File: src/rtl/mem_port_arbiter_pkg.sv
// Shared types for the instruction/data memory port arbiter.
// Owner tags for in-flight responses and the byte-to-word shift.
package mem_arb_pkg;
   typedef enum logic [1:0] {
      OWN_NONE,
      OWN_IF,
      OWN_D
   } owner_t;

   localparam int WORD_SHIFT = 2;
endpackage

File: src/rtl/mem_port_arbiter_if.sv
// Requester and RAM bundle for mem_port_arbiter.
// The arbiter takes the slave view; the core and RAM side take master.
interface mem_port_arbiter_if
   import mem_arb_pkg::*;
#(
   parameter int ADDR_W = 32,
   parameter int DATA_W = 32
);
   logic                       if_req;
   logic [ADDR_W-1:0]          if_addr;
   logic                       if_gnt;
   logic                       if_rvalid;
   logic [DATA_W-1:0]          if_rdata;

   logic                       d_req;
   logic                       d_we;
   logic [ADDR_W-1:0]          d_addr;
   logic [DATA_W-1:0]          d_wdata;
   logic                       d_gnt;
   logic                       d_rvalid;
   logic [DATA_W-1:0]          d_rdata;
   logic                       d_err;

   logic                       mem_en;
   logic                       mem_we;
   logic [ADDR_W-WORD_SHIFT-1:0] mem_addr;
   logic [DATA_W-1:0]          mem_wdata;
   logic [DATA_W-1:0]          mem_rdata;

   modport master (
      output if_req, if_addr,
      input  if_gnt, if_rvalid, if_rdata,
      output d_req, d_we, d_addr, d_wdata,
      input  d_gnt, d_rvalid, d_rdata, d_err,
      input  mem_en, mem_we, mem_addr, mem_wdata,
      output mem_rdata
   );

   modport slave (
      input  if_req, if_addr,
      output if_gnt, if_rvalid, if_rdata,
      input  d_req, d_we, d_addr, d_wdata,
      output d_gnt, d_rvalid, d_rdata, d_err,
      output mem_en, mem_we, mem_addr, mem_wdata,
      input  mem_rdata
   );
endinterface

File: src/rtl/mem_port_arbiter.sv
// Single-port RAM arbiter: data has priority, fetch is forced after
// STARVE_MAX consecutive data wins; responses routed one cycle later.
module mem_port_arbiter
   import mem_arb_pkg::*;
#(
   parameter int ADDR_W     = 32,
   parameter int DATA_W     = 32,
   parameter int STARVE_MAX = 4
) (
   input  logic              clk,
   input  logic              rst,
   mem_port_arbiter_if.slave bus
);
   localparam logic [3:0] LP_MAX = 4'(STARVE_MAX);

   logic [3:0]        r_starve_cnt;
   owner_t            r_pend_owner;
   logic              r_pend_err;
   logic              r_pend_we;

   logic              w_if_gnt;
   logic              w_d_gnt;
   logic              w_mis;
   logic              w_if_rv;
   logic              w_d_rv;
   logic [ADDR_W-1:0] w_addr;
   logic              w_unused;

   // Grants are forced low during reset so every output reads 0.
   always_comb begin
      w_if_gnt = 1'b0;
      w_d_gnt  = 1'b0;
      if (!rst) begin
         if (bus.if_req && (r_starve_cnt == LP_MAX))
            w_if_gnt = 1'b1;
         else if (bus.d_req)
            w_d_gnt = 1'b1;
         else if (bus.if_req)
            w_if_gnt = 1'b1;
      end
   end

   assign w_mis = w_d_gnt &&
                  (bus.d_addr[WORD_SHIFT-1:0] != '0);

   always_comb begin
      w_addr = '0;
      if (w_d_gnt)
         w_addr = bus.d_addr;
      else if (w_if_gnt)
         w_addr = bus.if_addr;
   end

   assign w_unused = ^bus.if_addr[WORD_SHIFT-1:0];

   always_ff @(posedge clk or posedge rst) begin
      if (rst) begin
         r_starve_cnt <= '0;
         r_pend_owner <= OWN_NONE;
         r_pend_err   <= 1'b0;
         r_pend_we    <= 1'b0;
      end else begin
         if (w_if_gnt)
            r_pend_owner <= OWN_IF;
         else if (w_d_gnt)
            r_pend_owner <= OWN_D;
         else
            r_pend_owner <= OWN_NONE;
         r_pend_err <= w_mis;
         r_pend_we  <= w_d_gnt && bus.d_we;
         if (w_if_gnt || !bus.if_req)
            r_starve_cnt <= '0;
         else if (w_d_gnt && (r_starve_cnt != LP_MAX))
            r_starve_cnt <= r_starve_cnt + 4'd1;
      end
   end

   assign bus.if_gnt    = w_if_gnt;
   assign bus.d_gnt     = w_d_gnt;
   assign bus.mem_en    = w_if_gnt || (w_d_gnt && !w_mis);
   assign bus.mem_we    = w_d_gnt && bus.d_we;
   assign bus.mem_addr  = w_addr[ADDR_W-1:WORD_SHIFT];
   assign bus.mem_wdata = rst ? '0 : bus.d_wdata;

   assign w_if_rv = (r_pend_owner == OWN_IF);
   assign w_d_rv  = (r_pend_owner == OWN_D);

   assign bus.if_rvalid = w_if_rv;
   assign bus.if_rdata  = w_if_rv ? bus.mem_rdata : '0;
   assign bus.d_rvalid  = w_d_rv;
   assign bus.d_err     = w_d_rv && r_pend_err;
   // Stores and misaligned accesses return zero data.
   assign bus.d_rdata   = (w_d_rv && !r_pend_err && !r_pend_we) ?
                          bus.mem_rdata : '0;
endmodule

File: src/flat_wrapper.sv
// flat-port wrapper written by rule: the top's interface ports become plain ports
module mem_port_arbiter_flat import mem_arb_pkg::*;
#(
   parameter int ADDR_W     = 32,
   parameter int DATA_W     = 32,
   parameter int STARVE_MAX = 4
)
  (clk, rst, bus_if_req, bus_if_addr, bus_if_gnt, bus_if_rvalid, bus_if_rdata, bus_d_req, bus_d_we, bus_d_addr, bus_d_wdata, bus_d_gnt, bus_d_rvalid, bus_d_rdata, bus_d_err, bus_mem_en, bus_mem_we, bus_mem_addr, bus_mem_wdata, bus_mem_rdata);
  mem_port_arbiter_if #(.ADDR_W(ADDR_W), .DATA_W(DATA_W)) bus_i ();
  input  logic clk;
  input  logic rst;
  input wire logic [$bits(bus_i.if_req)-1:0] bus_if_req;
  input wire logic [$bits(bus_i.if_addr)-1:0] bus_if_addr;
  output wire logic [$bits(bus_i.if_gnt)-1:0] bus_if_gnt;
  output wire logic [$bits(bus_i.if_rvalid)-1:0] bus_if_rvalid;
  output wire logic [$bits(bus_i.if_rdata)-1:0] bus_if_rdata;
  input wire logic [$bits(bus_i.d_req)-1:0] bus_d_req;
  input wire logic [$bits(bus_i.d_we)-1:0] bus_d_we;
  input wire logic [$bits(bus_i.d_addr)-1:0] bus_d_addr;
  input wire logic [$bits(bus_i.d_wdata)-1:0] bus_d_wdata;
  output wire logic [$bits(bus_i.d_gnt)-1:0] bus_d_gnt;
  output wire logic [$bits(bus_i.d_rvalid)-1:0] bus_d_rvalid;
  output wire logic [$bits(bus_i.d_rdata)-1:0] bus_d_rdata;
  output wire logic [$bits(bus_i.d_err)-1:0] bus_d_err;
  output wire logic [$bits(bus_i.mem_en)-1:0] bus_mem_en;
  output wire logic [$bits(bus_i.mem_we)-1:0] bus_mem_we;
  output wire logic [$bits(bus_i.mem_addr)-1:0] bus_mem_addr;
  output wire logic [$bits(bus_i.mem_wdata)-1:0] bus_mem_wdata;
  input wire logic [$bits(bus_i.mem_rdata)-1:0] bus_mem_rdata;
  assign bus_i.if_req = bus_if_req;
  assign bus_i.if_addr = bus_if_addr;
  assign bus_if_gnt = bus_i.if_gnt;
  assign bus_if_rvalid = bus_i.if_rvalid;
  assign bus_if_rdata = bus_i.if_rdata;
  assign bus_i.d_req = bus_d_req;
  assign bus_i.d_we = bus_d_we;
  assign bus_i.d_addr = bus_d_addr;
  assign bus_i.d_wdata = bus_d_wdata;
  assign bus_d_gnt = bus_i.d_gnt;
  assign bus_d_rvalid = bus_i.d_rvalid;
  assign bus_d_rdata = bus_i.d_rdata;
  assign bus_d_err = bus_i.d_err;
  assign bus_mem_en = bus_i.mem_en;
  assign bus_mem_we = bus_i.mem_we;
  assign bus_mem_addr = bus_i.mem_addr;
  assign bus_mem_wdata = bus_i.mem_wdata;
  assign bus_i.mem_rdata = bus_mem_rdata;
  mem_port_arbiter #(.ADDR_W(ADDR_W), .DATA_W(DATA_W), .STARVE_MAX(STARVE_MAX)) u_core (.clk(clk), .rst(rst), .bus(bus_i));
endmodule
File: config.mk
export PLATFORM = sky130hd
export DESIGN_NAME = mem_port_arbiter_flat
export DESIGN_NICKNAME = d
export VERILOG_FILES = /design/src/rtl/mem_port_arbiter_pkg.sv /design/src/rtl/mem_port_arbiter_if.sv /design/src/rtl/mem_port_arbiter.sv /design/src/flat_wrapper.sv
export SDC_FILE = /design/constraint.sdc
export NUM_CORES = 1
export LEC_CHECK = 0
export CORE_AREA = 2 2 103 105
export DETAILED_ROUTE_END_ITERATION = 8
export DIE_AREA = 0 0 105 107
export SYNTH_ARGS = -nofsm -noshare
export SYNTH_HDL_FRONTEND = slang
export SYNTH_SLANG_ARGS = --single-unit
File: constraint.sdc
create_clock -name clk -period 2.6 [get_ports clk]
set_clock_uncertainty 0.15 [all_clocks]
set_input_delay 0.52 -clock clk [delete_from_list [all_inputs] [get_ports clk]]
set_output_delay 0.52 -clock clk [all_outputs]
set_load 0.02 [all_outputs]
# After elaboration in Yosys (flattened, before gate mapping)
# Index checks and enable logic that the tools add are counted.
# op_classes
n_addsub,1
eq_ne,4
muxes,16
n_reduce_logical,16
# ops
cell,count
2-to-1 mux 32 bit,5
logical AND 1 bit,8
2-to-1 mux 4 bit,2
2-to-1 mux 1 bit,7
adder 4 x 1 -> 4 bit (second input constant),1
equality test 4 x 3 -> 1 bit (second input constant),1
zero test 1 bit,4
2-to-1 mux 2 bit,2
inequality test 4 x 3 -> 1 bit (second input constant),1
nonzero test 2 bit,2
equality test 2 x 1 -> 1 bit (second input constant),1
equality test 2 bit (second input constant),1
logical OR 1 bit,2
# totals
register_bits,8
input_bits,133
output_inout_bits,133
wordCells,41

# Depth between registers and ports, before layout
# logic_depth
ltp_word,8
depth_mapped,7
ltp_nobuf,5

# Least setup slack after synthesis
# OpenSTA, ideal clock, no wires.
# synth_path
kind,reg2out
start,reg u_core.r_starve_cnt[0]
end,out bus_mem_we
t_arrival_ps,1713
t_required_ps,1930
setup_slack_ps,217
path_stages_with_launch,8
n_path_buf,2
cell_sequence,dfrtp_1 -> inv_1 -> ha_1 -> and3b_1 -> buf_6 -> a211oi_4 -> buf_6 -> and2_1
# synth_via
elab_chain_len,5
# synth_rtl
element,line_no,text
start: declaration,mem_port_arbiter.sv:16,logic [3:0] r_starve_cnt;
start signal: assignment,mem_port_arbiter.sv:74,r_starve_cnt <= r_starve_cnt + 4'd1;
equality test 4 x 3 -> 1 bit,mem_port_arbiter.sv:34,if (bus.if_req && (r_starve_cnt == LP_MAX))
logical AND 1 bit,mem_port_arbiter.sv:34,
2-to-1 mux 1 bit,mem_port_arbiter.sv:34,
2-to-1 mux 1 bit,mem_port_arbiter.sv:33,if (!rst) begin
named net bus_d_gnt,flat_wrapper.sv:21,output wire logic [$bits(bus_i.d_gnt)-1:0] bus_d_gnt;
logical AND 1 bit,mem_port_arbiter.sv:81,assign bus.mem_we = w_d_gnt && bus.d_we;
end: declaration,flat_wrapper.sv:26,output wire logic [$bits(bus_i.mem_we)-1:0] bus_mem_we;
# The timed path passes the listed nets, and every way through them passes these cells.

# Final worst setup path
# layout_path
start,reg u_core.r_starve_cnt[1]
end,out bus_mem_addr[17]
# layout_via
elab_chain_len,6
word_cells_on_any_way,8
cone_classes,1 x eq/ne; 6 x mux; 1 x reduce/logical
# layout_rtl
element,line_no,text
equality test 4 x 3 -> 1 bit *,mem_port_arbiter.sv:34,
logical AND 1 bit *,mem_port_arbiter.sv:34,
2-to-1 mux 1 bit,mem_port_arbiter.sv:34,
2-to-1 mux 1 bit,mem_port_arbiter.sv:33,
2-to-1 mux 32 bit,mem_port_arbiter.sv:50,else if (w_if_gnt)
2-to-1 mux 32 bit *,mem_port_arbiter.sv:48,if (w_d_gnt)
end: declaration,flat_wrapper.sv:27,output wire logic [$bits(bus_i.mem_addr)-1:0] bus_mem_addr;
# Mark *: on every way between the ends. The rest lies on a longest branch, timed or not.

==> metrics <==
run status=completed; Area growth syn-to-layout=200%; critical path required time=1.93 ns; Setup crit start kind=flop; Crit. Startpoint=u_core.r_starve_cnt[1]$_DFFE_PP0P_; port bufs=263; Critical Path AT=1.86 ns; XOR/XNOR Fraction of Synth Area=1.87%; CTS tree=done; CTS sink count=8; largest net degree at the start of global routing=38; Detailed Route WL=8400 um; Root Driver=clkbuf_8; Clk Latency, worst-skew pair=0.22 ns; Final period util=97.4%; Die Span Y=107 um; worst slew pin tran=0.343 ns; share of cells above drive strength 1=13.6%; reg-to-reg startpoint=u_core.r_starve_cnt[1]$_DFFE_PP0P_; total power=0.888 mW; WHS=0.376 ns; Layout Nets=585; post-detailed-route count of antenna-violating nets=0; Leakage Power=1.93 nW; Final Worst Setup Slack=0.0669 ns; site row count=37; DP Wirelength=7010 um; Peak supply drop=0.146 mV; initial antenna violation count=0; total number of vias=2,305; Synth Warn #=0; CP top delay family=buffers and inverters; CTS Buf Count=3; drt first pass iters=2; worst-path maximum fanout=8; main combinational cell family by area after synthesis=simple AND/OR/NAND/NOR gates; final setup fails=0; Initial Utilization=13.9%; total grt overflow=0; Synth Area in Simple Gates=50.0%; I/O Pins=266; PD cells=211 nW/um2; die area=11,200 um2; Slew Viols, Final=0; GP Congestion=0.761; DR iter-0 viols=37; maxcap violations=0; fin crit period=2.53 ns; Netlist Area Pre-Place=1400 um2; Syn Inst Count=181; Worst Hold Class=primary input to async pin; routed vias/inst=3.95; ranking of synthesized cells by area=and2_1 30%, a22o_1 19%, nor2b_1 15%; Max Freq=395 MHz; Yosys reg bits=8; post-synthesis mux area share=0%; CTS Hold Bufs=0; Finished Cell Area=4210 um2; reg2reg path depth=7; top cell type by total area after synthesis=and2_1; element type at the critical path end=output port; normalized max-slew margin=77.1%; compound-gate portion of the synthesized area=22.7%; dpl cell area=4240 um2; FILL cells=1,074; Max Root-Sink Buffers=2; CP max stage delay=0.35 ns; H-tree depth=1; average size of a mapped cell=7.75 um2; Register Area=200 um2; Cell variety after synth=23; Setup WS pre-CTS=-0.451 ns; R2R Setup Slk=0.84 ns; Tot GR Track Use=13.3%; kind of critical path=flop to output port; non-filler cells, final=584; FF-to-FF End=u_core.r_pend_we$_DFF_PP0_; CP max stage cell=dfrtp_1; Inserted Diodes=0; DRC viols=0; footprint of the multi-input gates=1110 um2; CTS clk-pin slew, worst paths=0.04 ns; sequential area share after synthesis=14.3%; Die W=105 um; DP Cell Count=577; crit path cell chain=inv_2, ha_4, and3b_2, a211oi_4, buf_6, clkbuf_16, a22o_1, buf_2; vias in the first global route=2,259; crit path buf inv count=4; Synth Area in Adders=1.78%; post-synth top area share=29.9%; Routed WL per cell=14.4 um; Synth Net Count=316; final hold viol count=0; Core Footprint=10,100 um2; first-pass GRT wire length=11,900 um
## state kept, by name, indices dropped and copies added, names as in the netlist
register             count
u_core.r_pend_we         1
u_core.r_starve_cnt      4
u_core.r_pend_owner      2
u_core.r_pend_err        1
## worst min-delay path, stage by stage
cell	delay (ns)
dlygate4sd2_1	0.28
inv_1	0.10
buf_4	0.18
## layer usage
| layer | wire length, um | track usage (%) |
|---|---|---|
| met3 | 881 | 3.28 |
| met4 | 108 | 3.24 |
| met1 | 2940 | 13.3 |
| met2 | 4470 | 27.2 |
| met5 | 0 | 0 |
## logic make-up after synthesis
group,Yosys count
simple gates,111
compound gates,36
buf+inv,21
flops,8
xor+xnor,3
fa+ha+maj,2
## power by group
group          switching [mW]  leakage, nW  internal [mW]
combinational           0.256         1.80          0.359
clock                  0.0405       0.0216         0.0995
sequential            0.00265        0.108          0.130
total                   0.299         1.93          0.589
## layout make-up
type | instances | area share, %
clock buffer | 3 | 0.982
timing repair buffer | 281 | 63.6
inverter | 4 | 0.357
sequential | 8 | 4.76
multi-input combinational | 152 | 26.3
tap | 136 | 4.05
## synth_stat cells
library cell	number
a211oi_4	1
nand4b_1	1
buf_6	7
and2_1	67
o211a_2	1
inv_1	4
nand2b_1	1
nand3b_1	1
a211oi_1	1
nor2_1	1
and2b_1	1
xnor2_1	3
dfrtp_1	8
a21o_1	1
and3_1	3
ha_1	2
nor3b_1	1
nor2b_1	34
a22o_1	30
clkbuf_1	10
o22ai_1	1
o21ai_0	1
and3b_1	1
## how the worst max path moves through the flow
stage                     depth (start not counted)                to
after floorplan                                   7        bus_mem_we
after global placement                            6   bus_mem_addr[2]
after detailed placement                          6   bus_mem_addr[2]
after CTS                                         6        bus_mem_en
after global routing                              8  bus_mem_addr[20]
final                                             8  bus_mem_addr[17]
## timing repair
action / CTS / global route
buffers inserted: 2 / 0
gates resized for setup: 179 / 8
cloned: 2 / 1
pin swaps: 2 / 4
endpoints found under the setup margin: 98 / 34
## placed cells by master, fill, tap and decap left out, types with 2 or more instances in the layout
| master | n |
|---|---|
| xnor2_1 | 3 |
| inv_2 | 2 |
| and2_1 | 66 |
| inv_1 | 2 |
| buf_12 | 3 |
| dlygate4sd2_1 | 35 |
| clkdlybuf4s50_1 | 193 |
| dfrtp_1 | 8 |
| buf_2 | 26 |
| clkbuf_8 | 3 |
| buf_6 | 4 |
| buf_4 | 15 |
| and3_1 | 3 |
| nor2b_1 | 34 |
| a22o_1 | 30 |
| dlymetal6s2s_1 | 2 |
## through the flow
stage,TNS [ns],utilization (%)
2_1_floorplan,0,-
3_3_place_gp,-18.33,42.0
3_5_place_dp,-19.05,42.0
4_1_cts,0,41.4
5_1_grt,-0.0121,41.7
6_report,0,41.7
Note: power is estimated with default switching activity, not from simulation.
